File: config.mk
export PLATFORM = sky130hd
export DESIGN_NAME = drive_mode_ctrl
export DESIGN_NICKNAME = d
export VERILOG_FILES = /design/src/rtl/drive_mode_ctrl.sv
export SDC_FILE = /design/constraint.sdc
export NUM_CORES = 1
export LEC_CHECK = 0
export BUFFER_PORTS_ARGS = -buffer_cell sky130_fd_sc_hd__buf_2
export CAP_MARGIN = 0
export CORE_ASPECT_RATIO = 0.5
export CORE_UTILIZATION = 25
export DETAILED_ROUTE_END_ITERATION = 12
export GPL_ROUTABILITY_DRIVEN = 1
export PLACE_DENSITY_LB_ADDON = 0.2
export SETUP_SLACK_MARGIN = 0.5
export SLEW_MARGIN = 20
export SYNTH_ARGS = -nofsm -noshare
export SYNTH_HDL_FRONTEND = slang
export SYNTH_SLANG_ARGS = --single-unit
export TNS_END_PERCENT = 10
File: constraint.sdc
create_clock -name clk -period 6.6 [get_ports clk]
set_clock_uncertainty 0.05 [all_clocks]
set_input_delay 0 -clock clk [delete_from_list [all_inputs] [get_ports clk]]
set_output_delay 0 -clock clk [all_outputs]
set_load 0.01 [all_outputs]
File: src/rtl/drive_mode_ctrl.sv
// Drive mode controller: debounced power button with long-press on/off toggle,
// mode selection from a bank of buttons, and turn/hazard indicator blinking.
// All raw inputs share one two-flop synchroniser bank and per-bit debouncers.
//
// state  | meaning
// ST_OFF | power off, mode held at 0, lights forced low
// ST_ON  | power on, mode buttons accepted, lights enabled once a mode is set
module drive_mode_ctrl #(
  parameter  int DEB_CYCLES        = 1_000_000,
  parameter  int LONG_PRESS_CYCLES = 100_000_000,
  parameter  int BLINK_HALF        = 50_000_000,
  parameter  int NUM_MODES         = 3,
  localparam int MODE_W            = $clog2(NUM_MODES + 1)
) (
  input  logic                 clk,
  input  logic                 rst,
  input  logic                 power_btn,
  input  logic [NUM_MODES-1:0] mode_btn,
  input  logic                 turn_left,
  input  logic                 turn_right,
  output logic                 power_on,
  output logic [MODE_W-1:0]    mode,
  output logic                 turn_left_light,
  output logic                 turn_right_light
);

  localparam int NIN = NUM_MODES + 3;
  localparam int DW  = $clog2(DEB_CYCLES + 1);
  localparam int HW  = $clog2(LONG_PRESS_CYCLES + 1);
  localparam int BW  = $clog2(BLINK_HALF + 1);

  localparam logic [DW-1:0] DEB_LAST   = DW'(DEB_CYCLES - 1);
  localparam logic [HW-1:0] HOLD_LAST  = HW'(LONG_PRESS_CYCLES - 1);
  localparam logic [HW-1:0] HOLD_MAX   = HW'(LONG_PRESS_CYCLES);
  localparam logic [BW-1:0] BLINK_LAST = BW'(BLINK_HALF - 1);

  localparam logic [0:0] ST_OFF = 1'b0;
  localparam logic [0:0] ST_ON  = 1'b1;

  // bit 0 power, bits NUM_MODES:1 mode buttons, then left, then right
  logic [NIN-1:0] raw;
  logic [NIN-1:0] sync1_q, sync2_q;
  logic [NIN-1:0] deb_q, deb_d;
  logic [DW-1:0]  deb_cnt_q [NIN];
  logic [DW-1:0]  deb_cnt_d [NIN];

  logic [NUM_MODES-1:0] mode_prev_q;
  logic [NUM_MODES-1:0] rise;
  logic [MODE_W-1:0]    sel;
  logic [MODE_W-1:0]    mode_q, mode_d;
  logic [0:0]           state_q, state_d;
  logic [HW-1:0]        hold_q, hold_d;
  logic                 toggle;
  logic                 en;

  logic [1:0]    act, act_prev_q;
  logic [BW-1:0] blink_cnt_q, blink_cnt_d;
  logic          phase_q, phase_d;
  logic [1:0]    light_q, light_d;

  assign raw = {turn_right, turn_left, mode_btn, power_btn};

  // debounce: follow the synchronised input only after DEB_CYCLES straight mismatches
  always_comb begin
    deb_d = deb_q;
    for (int i = 0; i < NIN; i++) begin
      deb_cnt_d[i] = '0;
      if (sync2_q[i] != deb_q[i]) begin
        if (deb_cnt_q[i] == DEB_LAST) deb_d[i] = sync2_q[i];
        else                          deb_cnt_d[i] = deb_cnt_q[i] + 1'b1;
      end
    end
  end

  // long-press detection; saturating so a held button toggles only once
  always_comb begin
    hold_d = hold_q;
    if (!deb_q[0])              hold_d = '0;
    else if (hold_q != HOLD_MAX) hold_d = hold_q + 1'b1;
    toggle = deb_q[0] && (hold_q == HOLD_LAST);
  end

  // power FSM and mode selection; a power toggle swallows any same-cycle mode edge
  always_comb begin
    rise = deb_q[NUM_MODES:1] & ~mode_prev_q;
    sel  = '0;
    for (int k = NUM_MODES - 1; k >= 0; k--) begin
      if (rise[k]) sel = MODE_W'(k + 1);
    end
    state_d = state_q;
    case (state_q)
      ST_OFF:  if (toggle) state_d = ST_ON;
      ST_ON:   if (toggle) state_d = ST_OFF;
      default: state_d = ST_OFF;
    endcase
    mode_d = mode_q;
    if (toggle || state_q == ST_OFF) mode_d = '0;
    else if (|rise)                  mode_d = sel;
    en = (state_d == ST_ON) && (mode_d != '0);
  end

  // shared blink timer, restarted high whenever the set of active lights changes
  always_comb begin
    act         = {deb_q[NUM_MODES+2], deb_q[NUM_MODES+1]} & {2{en}};
    blink_cnt_d = blink_cnt_q + 1'b1;
    phase_d     = phase_q;
    if (act != act_prev_q) begin
      blink_cnt_d = '0;
      phase_d     = 1'b1;
    end else if (blink_cnt_q == BLINK_LAST) begin
      blink_cnt_d = '0;
      phase_d     = ~phase_q;
    end
    light_d = act & {2{phase_d}};
  end

  // state registers
  always_ff @(posedge clk or posedge rst) begin
    if (rst) begin
      sync1_q     <= '0;
      sync2_q     <= '0;
      deb_q       <= '0;
      for (int i = 0; i < NIN; i++) deb_cnt_q[i] <= '0;
      mode_prev_q <= '0;
      state_q     <= ST_OFF;
      mode_q      <= '0;
      hold_q      <= '0;
      act_prev_q  <= '0;
      blink_cnt_q <= '0;
      phase_q     <= 1'b0;
      light_q     <= '0;
    end else begin
      sync1_q     <= raw;
      sync2_q     <= sync1_q;
      deb_q       <= deb_d;
      for (int i = 0; i < NIN; i++) deb_cnt_q[i] <= deb_cnt_d[i];
      mode_prev_q <= deb_q[NUM_MODES:1];
      state_q     <= state_d;
      mode_q      <= mode_d;
      hold_q      <= hold_d;
      act_prev_q  <= act;
      blink_cnt_q <= blink_cnt_d;
      phase_q     <= phase_d;
      light_q     <= light_d;
    end
  end

  assign power_on         = (state_q == ST_ON);
  assign mode             = mode_q;
  assign turn_left_light  = light_q[0];
  assign turn_right_light = light_q[1];

endmodule

==> metrics.md, run 1 <==
| Metric | Value |
|---|---|
| Status | complete, no violations |
| Worst-Skew Late Latency | 0.51 ns |
| Dpl hpwl | 11400 µm |
| Period minus WS final | 3.31 ns |
| Post-CTS sizing | 0 |
| Initial Utilization | 0.255 |
| Fraction of registers with async set or reset after synthesis | 1.00 |
| Hold slack | 0.0804 ns |
| Worst-path clk slew | 0.06 ns |
| Final setup fails | 0 |
| CP peak stage delay | 0.62 ns |
| H-tree depth | 1 |
| Slew headroom | 0.315 |
| Syn Nets | 955 |
| Layout area overhead | 14.6% |
| Top FF cell, synth | dfrtp_1 |
| Max VDD drop | 0.156 mV |
| Dpl cells | 1418 |
| CP delay by family, top | simple AND/OR/NAND/NOR gates |
| Crit path arrival time | 3.59 ns |
| Number of flops mapped to enable cells by yosys | 0 |
| Crit path cell chain | or4_1, nor4b_1, nand4b_1, ha_1, a211oi_2, xor2_4, nor4_1 |
| Synthesized area | 9570 µm² |
| RSZ-0062 raised after global routing | no |
| Total length of routed wires | 18000 µm |
| CORE AREA | 37500 µm² |
| Internal power | 2.01 mW |
| CP Max Fanout | 26 |
| Min-Delay Path Class | in -> reg |
| Worst Path Buf+Inv | 0 |
| Total grt overflow | 0 |
| Final worst setup slack | 3.29 ns |
| Diode count | 0 |
| Die width | 279 µm |
| Register area share after synthesis | 0.528 |
| Fin Setup TNS | 0 ns |
| Clock power frac | 0.482 |
| Global-route wire length before repair | 31800 µm |
| Die area | 39100 µm² |
| Antenna-violating nets left | 0 |
| R2R Setup Slk | 3.29 ns |
| GRT Util Overall | 0.0950 |
| Share of cells above drive strength 1 | 0.0669 |
| TritonRoute pass-1 iters | 4 |
| Total clock sinks | 202 |
| Pin count of the biggest net entering global routing | 144 |
| Maxcap violations | 0 |
| Final core utilization | 0.292 |
| Share of the clock period used by the worst path | 0.502 |
| Sw Ratio | 0.214 |
| Initial antenna violation count | 0 |
| Non-Filler Instances | 1466 |
| Critical Setup Path Class | reg -> reg |
| Post-synthesis register bit count | 202 |
| # rows | 50 |
| Per-cell routed wire length | 12.3 µm |
| Clock root cell | clkbuf_16 |
| Fin. Hold Viols | 0 |
| PwrDens | 233 nW/µm² |
| # DRC | 0 |
| Clock buffer depth | 3 |
| Slew @ Worst Pin | 1.03 ns |
| Initial drt markers | 227 |
| Port buffer count | 12 |
| Distinct cells, synth | 42 |
| Met1 Wirelength | 9150 µm |
| Met2 routed WL | 7990 µm |
| Highest Signal Layer | met4 |
| Synthesized area per cell | 10.2 µm² |
| CTS tree | done |
| Sequential share of power | 0.494 |
| Critical Path Sink Type | register |
| Met3 WL | 525 µm |
| Gate Count Post-Synth | 937 |
| Synthesis Warnings | 0 |
| DP Area | 10100 µm² |
| Worst Path Required | 6.88 ns |
| Total number of vias | 6408 |
| Final Cell Area | 11000 µm² |
| Fin. max-slew vios | 0 |
| CP Launch Type | register |
| Cts bufs inserted | 23 |
| Final Wtd Congestion | 0.759 |
| Final #Nets | 974 |
| Fmax | 0.302 GHz |
| LEAKAGE | 4.63 nW |
| Post-DR vias/cell | 4.37 |
| Die Y-Extent | 140 µm |
| Total power | 2.55 mW |
| Part of the power in combinational logic | 0.024 |
| Switching power total | 0.548 mW |
| CP max stage cell | xor2_4 |
| Post-place setup slack | 3.01 ns |
| Vias in the first global route | 6477 |
| I/O pins | 13 |
-- worst register-to-register path, stage by stage (launching register included) --
cell	delay (ns)
dfrtp_1	0.42
or4_1	0.54
nor4b_1	0.40
nand4b_1	0.17
ha_1	0.36
a211oi_2	0.44
xor2_4	0.62
nor4_1	0.14
-- cell families (layout without fill, tap and decap cells) --
group | after synthesis | in the layout | synth area share
AO/OA/AOI/OAI | 13 | 13 | 0.00994
XOR/XNOR | 165 | 165 | 0.153
adder cells (fa/ha/maj) | 10 | 10 | 0.0131
buffers and inverters | 49 | 84 | 0.0211
flip-flops | 202 | 202 | 0.528
multiplexers | 6 | 6 | 0.00706
AND/OR/NAND/NOR | 492 | 492 | 0.267
-- cells in the final DEF, fill, tap and decap left out, types with 22 or more instances in the layout --
cell,synthesis,layout
nand4_1,33,33
nand2_1,59,59
and2_1,25,25
nor2_1,149,149
nor4_1,41,41
nand3_1,75,75
and3_1,32,32
xnor2_1,79,79
clkbuf_16,0,23
dfrtp_1,202,202
nor3_1,27,27
inv_1,23,22
xor2_1,83,83
-- per-layer routing --
metal	track usage	up-vias
met5	0	-
met4	0.0211	0
met3	0.0182	27
met2	0.155	52
met1	0.130	3098
li1	-	3231
-- cells in the mapped netlist, types with 6 or more instances --
cell type  instances  area (µm²)
inv_1             23        86.3
dfrtp_1          202        5050
xor2_1            83         727
nor4_1            41         257
clkbuf_1          17        63.8
and2_1            25         156
nor3_1            27         135
and4_1             8        70.1
nand2_1           59         221
mux2_2             6        67.6
nand4_1           33         206
nor2_1           149         559
and3_1            32         200
nand3_1           75         375
nor4b_1           10        87.6
ha_1              10         125
xnor2_1           79         692
buf_2              8        40.0
-- power by group through the flow --
stage	logic (mW)	clock network, mW	registers, mW
final	0.0615	1.23	1.26
after global routing	0.0740	1.34	1.26
after CTS	0.0656	1.28	1.26
after detailed placement	0.0620	0	1.28
after global placement	0.0607	0	1.28
after floorplan	0.0455	0	1.28
-- final cells by class --
type,instances,area [µm²]
inverters,23,93.8
clock inverters,4,48.8
well taps,494,618
flip-flops and latches,202,5050
repair buffers,20,138
fillers,3896,26600
clock buffers,37,678
multi-input cells,686,4330
-- path summary, 6_finish.rpt --
kind / start / end / depth (start not counted)
setup / recovery: hold_q[17] / blink_cnt_q[8] / 7
hold / removal: turn_left / sync1_q[4] / 2
setup reg to reg: hold_q[17] / blink_cnt_q[8] / 7
hold reg to reg: sync1_q[0] / sync2_q[0] / 0
max in group asynchronous: rst / deb_cnt_q[44] / 4
min in group asynchronous: rst / hold_q[20] / 3
-- registers in the layout, indices dropped and copies added (netlist names), 3 cells and up --
signal / cells
deb_cnt_q: 120
sync2_q: 6
blink_cnt_q: 26
hold_q: 27
sync1_q: 6
mode_prev_q: 3
deb_q: 6
-- timing repair --
action | 4_1_cts | 5_1_grt
hold endpoints to repair | 148 | 0
buffers inserted | 0 | 0
setup endpoints to repair | 0 | 0
hold buffers | 7 | 0
Note: power is estimated with default switching activity, not from simulation.
==> run 2, diff against run 1 <==
Clock period 6.6 ns to 3.1 ns, I/O delays scaled along.
==> run 2 against run 1 <==
Design area increased by 3.4%. Worst setup slack got worse by 3.0 ns. Clock power increased by 130%. Routed wire length increased by 3.9%. Count of clock-buffer cells in the layout decreased by 9.
==> metrics.md, run 2 (synthesis gave the netlist of run 1 again) <==
| Metric | Value |
|---|---|
| Diode count | 0 |
| RSZ-0062 raised after global routing | yes |
| Clock root cell | clkbuf_16 |
| TritonRoute pass-1 iters | 4 |
| Crit path from | hold_q[9] |
| Per-cell routed wire length | 12.6 µm |
| I/O pins | 13 |
| Share of the clock period used by the worst path | 0.897 |
| Critical Path Sink Type | register |
| GR peak layer | met2 |
| Total number of vias | 6528 |
| Most frequent cells in the layout | dfrtp_1, nor2_1, xor2_1, xnor2_1, nand3_1 |
| Commonest non-fill, non-tap cell in the layout | dfrtp_1 |
| Fmax | 0.360 GHz |
| Internal power | 4.41 mW |
| Reg2Reg Depth | 8 |
| Reg2reg end | blink_cnt_q[12] |
| Period minus WS final | 2.78 ns |
| Worst-path clk slew | 0.06 ns |
| Share of cells above drive strength 1 | 0.108 |
| # rows | 50 |
| Total length of routed wires | 18700 µm |
| Initial Utilization | 0.255 |
| Initial antenna violation count | 0 |
| Max VDD drop | 0.317 mV |
| Sequential share of power | 0.475 |
| GRT Util Overall | 0.0994 |
| Status | complete, no violations |
| Hold endpoint | sync1_q[2] |
| Total grt overflow | 0 |
| CP Launch Type | register |
| CTS tree | done |
| Min-Delay Path Class | in -> reg |
| Layout area overhead | 18.5% |
| Final Wtd Congestion | 0.765 |
| Worst Path Required | 3.46 ns |
| Register bank with the most flops | deb_cnt_q |
| Fin. max-slew vios | 0 |
| Final setup fails | 0 |
| Final core utilization | 0.302 |
| Post-DR vias/cell | 4.41 |
| Maxcap violations | 0 |
| R2R Setup Slk | 0.32 ns |
| CORE AREA | 37500 µm² |
| Worst hold start | mode_btn[1] |
| Part of the power in combinational logic | 0.025 |
| Fin Setup TNS | 0 ns |
| Met2 Resource Use GR | 0.161 |
| Port buffer count | 12 |
| Antenna-violating nets left | 0 |
| Die area | 39100 µm² |
| Vias in the first global route | 6828 |
| Worst-Skew Late Latency | 0.52 ns |
| PwrDens | 499 nW/µm² |
| Met1 GRT Util | 0.135 |
| Slew headroom | 0.470 |
| Critical Setup Path Class | reg -> reg |
| Die width | 279 µm |
| Largest register FFs | 120 |
| H-tree depth | 1 |
| Worst Hold Depth | 2 |
| Clock power frac | 0.501 |
| Switching power total | 1.24 mW |
| Pin count of the biggest net entering global routing | 84 |
| Global-route wire length before repair | 33300 µm |
| M3 GR Usage | 0.0204 |
| Hold slack | 0.0661 ns |
| R2r startpoint | hold_q[9] |
| Final #Nets | 989 |
| # DRC | 0 |
| Die Y-Extent | 140 µm |
| LEAKAGE | 4.78 nW |
| Sw Ratio | 0.220 |
| Crit path arrival time | 3.14 ns |
| Slew @ Worst Pin | 0.796 ns |
| Initial drt markers | 295 |
| Dpl hpwl | 12000 µm |
| Clock buffer depth | 3 |
| Cts bufs inserted | 23 |
| Total clock sinks | 202 |
| CP Max Fanout | 26 |
| Fin. Hold Viols | 0 |
| Regs by FF count | deb_cnt_q: 120 flops, hold_q: 27 flops, blink_cnt_q: 26 flops |
==> run 2: cell types whose count changed in the layout (fill, tap and decap cells not counted), moves of 3 or more <==
cell	before	now
nor4_1	41	25
nor4_2	0	15
buf_4	1	11
clkbuf_1	9	1
buf_12	0	4
clkinvlp_4	0	4
clkinv_2	2	5
==> run 2: area by class of cell <==
cell class / instances / area [µm²]
fill: 3870 / 26200
timing repair buffer: 35 / 303
tap: 494 / 618
clock inverter: 13 / 155
inverter: 23 / 90.1
multi-input combinational: 686 / 4480
clock buffer: 28 / 634
sequential: 202 / 5050
==> run 2: worst max-delay path, cell delays in order (launching register included) <==
cell and delay (ns):
dfrtp_1 0.38, or4_4 0.54, nor4b_4 0.32, nand4b_1 0.21
ha_4 0.30, a211oi_4 0.24, xor2_2 0.13, buf_12 0.18
nor4_2 0.30
==> run 2: metal layers <==
layer / share of wire / wire length [µm] / up-vias
met3: 0.028 / 518 / 27
met1: 0.50 / 9400 / 3196
li1: - / - / 3267
met4: 0.016 / 298 / 0
met2: 0.45 / 8490 / 38
met5: 0 / 0 / -
==> run 2: power groups by stage <==
stage               combinational [mW]  clock (mW)  sequential, mW
detailed placement               0.138           0            2.73
finish                           0.139        2.83            2.68
floorplan                       0.0974           0            2.73
global placement                 0.137           0            2.73
global route                     0.163        3.06            2.69
CTS                              0.147        2.96            2.68
==> run 2: timing repair <==
action / CTS / global route
endpoints found under the hold margin: 208 / 0
setup endpoints to repair: 29 / 29
pin swaps: 6 / 0
gates resized for setup: 15 / 6
hold buffers: 8 / 0
buffers inserted: 4 / 1
==> run 2: worst max path at each step <==
stage	to	slack (ns)
after floorplan	act_prev_q[0]	0.43
after global placement	blink_cnt_q[16]	0.23
after detailed placement	blink_cnt_q[1]	0.04
after CTS	blink_cnt_q[20]	0.32
after global routing	blink_cnt_q[12]	0.22
final	blink_cnt_q[12]	0.32
==> run 2: through the flow <==
step	std cells	total power, mW	cell area [µm²]	setup WS (ns)
finish	1481	5.66	11300	0.319
global placement	1427	2.87	10300	0.227
detailed placement	1427	2.87	10300	0.0380
floorplan	937	2.83	9620	0.434
CTS	1480	5.79	11300	0.321
global route	1481	5.91	11300	0.220
==> run 3, diff against run 2 <==
Settings changed: ABC_AREA set to 1, CTS_BUF_LIST set to sky130_fd_sc_hd__clkbuf_8.
==> run 3 against run 2 <==
Sequential cell count is the same. Sequential power about the same. Synthesized cell count up 39%. Final cell count grew 29%. Design area up 7.4%. Critical path type unchanged. Largest cell class unchanged.
==> metrics.md, run 3 <==
| Metric | Value |
|---|---|
| Syn Nets | 1318 |
| Worst-path clk slew | 0.06 ns |
| Clock root cell | clkbuf_8 |
| Layout area overhead | 16.1% |
| Maxcap violations | 0 |
| Final setup fails | 0 |
| Synthesized area per cell | 8.07 µm² |
| Status | complete, no violations |
| Vias in the first global route | 8251 |
| Slew headroom | 0.571 |
| Share of the clock period used by the worst path | 0.727 |
| TritonRoute pass-1 iters | 5 |
| DP Area | 11200 µm² |
| CORE AREA | 40900 µm² |
| Fin. Hold Viols | 0 |
| Fmax | 0.444 GHz |
| Total length of routed wires | 23300 µm |
| CTS tree | done |
| Non-Filler Instances | 1914 |
| Critical Setup Path Class | reg -> reg |
| Hold slack | 0.0498 ns |
| Synthesized area | 10500 µm² |
| CP Launch Type | register |
| Register area share after synthesis | 0.482 |
| Die area | 42800 µm² |
| Filler cell count | 4351 |
| R2R Setup Slk | 0.85 ns |
| Global-route wire length before repair | 40100 µm |
| I/O pins | 13 |
| Fraction of registers with async set or reset after synthesis | 1.00 |
| Crit path arrival time | 2.64 ns |
| Slew @ Worst Pin | 0.643 ns |
| Dpl cells | 1836 |
| Reg2Reg Depth | 12 |
| Gate Count Post-Synth | 1300 |
| Total number of vias | 8247 |
| Period minus WS final | 2.25 ns |
| Number of flops mapped to enable cells by yosys | 0 |
| Worst Path Required | 3.48 ns |
| Initial drt markers | 465 |
| Distinct cells, synth | 40 |
| Max VDD drop | 0.207 mV |
| Commonest non-fill, non-tap cell in the layout | nor2_1 |
| Worst hold start | turn_left |
| Top FF cell, synth | dfrtp_1 |
| LEAKAGE | 5.27 nW |
| Register bank with the most flops | deb_cnt_q |
| Total clock sinks | 202 |
| RSZ-0062 raised after global routing | yes |
| PwrDens | 468 nW/µm² |
| Top cells by area, synth | dfrtp_1, nor2_1, nand2_1, inv_1, xor2_1 |
| Clock buffer depth | 3 |
| Die Y-Extent | 147 µm |
| # DRC | 0 |
| Met1 GRT Util | 0.151 |
| Synth top area share | 0.482 |
| Final #Nets | 1363 |
| Synthesis Warnings | 0 |
| Worst Hold Depth | 2 |
| Antenna-violating nets left | 0 |
| Total grt overflow | 0 |
| Post-synthesis register bit count | 202 |
| Cts bufs inserted | 37 |
| Total power | 5.70 mW |
| Initial antenna violation count | 0 |
| Most common cell in the netlist | nor2_1 |
| GRT Util Overall | 0.112 |
| Met2 Resource Use GR | 0.179 |
| Final Cell Area | 12200 µm² |
| # rows | 52 |
| Worst-Skew Late Latency | 0.55 ns |
| Min-Delay Path Class | in -> reg |
| Diode count | 0 |
| Synth cell count leaders | nor2_1, nand2_1, dfrtp_1 |
| Largest register FFs | 120 |
| GR peak layer | met2 |
| Per-cell routed wire length | 12.2 µm |
| Regs by FF count | deb_cnt_q: 120 flops, hold_q: 27 flops, blink_cnt_q: 26 flops |
| Most frequent cells in the layout | nor2_1, nand2_1, dfrtp_1, inv_1, nand3_1 |
| Die width | 292 µm |
| Pin count of the biggest net entering global routing | 113 |
| CP Max Fanout | 25 |
| R2r startpoint | hold_q[22] |
| Most area-hungry cell type in the Yosys netlist | dfrtp_1 |
| Hold endpoint | sync1_q[4] |
| Crit path from | hold_q[22] |
| Share of cells above drive strength 1 | 0.106 |
| Port buffer count | 12 |
| Post-DR vias/cell | 4.31 |
| Fin Setup TNS | 0 ns |
| Fin. max-slew vios | 0 |
| H-tree depth | 2 |
| Initial Utilization | 0.256 |
| Dpl hpwl | 16100 µm |
| Final Wtd Congestion | 0.818 |
| Reg2reg end | blink_cnt_q[16] |
| M3 GR Usage | 0.0244 |
| Critical Path Sink Type | register |
-- run 3: changes by cell type in the layout (fill, tap and decap cells not counted), sizes merged, moves of 29 or more --
| cell | before | now |
|---|---|---|
| nor4 | 43 | 14 |
| xor2 | 85 | 53 |
| nor2 | 149 | 236 |
| nor3 | 28 | 78 |
| a21oi | 0 | 42 |
| nand2 | 59 | 221 |
| xnor2 | 80 | 18 |
| inv | 24 | 182 |
-- run 3: where the power goes --
group | leakage [nW] | internal, mW | switching, mW | total (mW)
registers | 2.77 | 2.66 | 0.0170 | 2.68
clock network | 0.467 | 1.69 | 1.17 | 2.87
logic | 2.04 | 0.0394 | 0.105 | 0.144
-- run 3: routing by layer --
metal / up-vias / share of wire
li1: 4314 / -
met1: 3825 / 0.50
met2: 77 / 0.45
met3: 31 / 0.032
met4: 0 / 0.016
met5: - / 0
-- run 3: through the flow --
step                setup WS (ns)   util
floorplan                   0.434      -
global placement            0.484  0.274
detailed placement          0.455  0.274
CTS                         0.644  0.297
global route                0.462  0.298
finish                      0.846  0.298
-- run 3: cell families (layout without fill, tap and decap cells) --
| group | Yosys count | count (layout) | synth area share |
|---|---|---|---|
| simple gates | 719 | 719 | 0.319 |
| flops | 202 | 202 | 0.482 |
| buf+inv | 197 | 271 | 0.0717 |
| compound gates | 96 | 96 | 0.0506 |
| xor+xnor | 71 | 71 | 0.0593 |
| fa+ha+maj | 10 | 10 | 0.0119 |
| mux | 5 | 5 | 0.00537 |
-- run 3: critical path, cell delays in order (launching register included) --
cell     delay, ns
dfrtp_1       0.39
nand2_1       0.09
inv_1         0.12
nand2_1       0.11
nor4_4        0.26
nand4_1       0.16
ha_1          0.29
inv_1         0.12
nand3_1       0.11
nand2_1       0.09
nand2_2       0.10
nand2_8       0.19
nor2_1        0.07
-- run 3: cell type report --
class	instances	area, µm²	area share
multi-input cells	901	4730	0.388
repair buffers	25	205	0.0168
inverters	178	672	0.0552
well taps	540	676	0.0555
flip-flops and latches	202	5050	0.415
clock inverters	18	159	0.0130
clock buffers	50	688	0.0565
-- run 3: worst max-delay path by stage --
stage                     cells after the start  slack, ns         endpoint
after global placement                       12       0.48  blink_cnt_q[17]
after detailed placement                     13       0.45  blink_cnt_q[24]
after floorplan                               1       0.43    act_prev_q[0]
after global routing                         15       0.46       light_q[0]
after CTS                                    12       0.64  blink_cnt_q[13]
final                                        12       0.85  blink_cnt_q[16]
-- run 3: repair_timing --
action / CTS / global route
buffers inserted: 0 / 1
pin swaps: 0 / 2
hold buffers: 9 / 0
endpoints found under the hold margin: 208 / 0
resized for setup: 1 / 7
setup endpoints to repair: 5 / 29
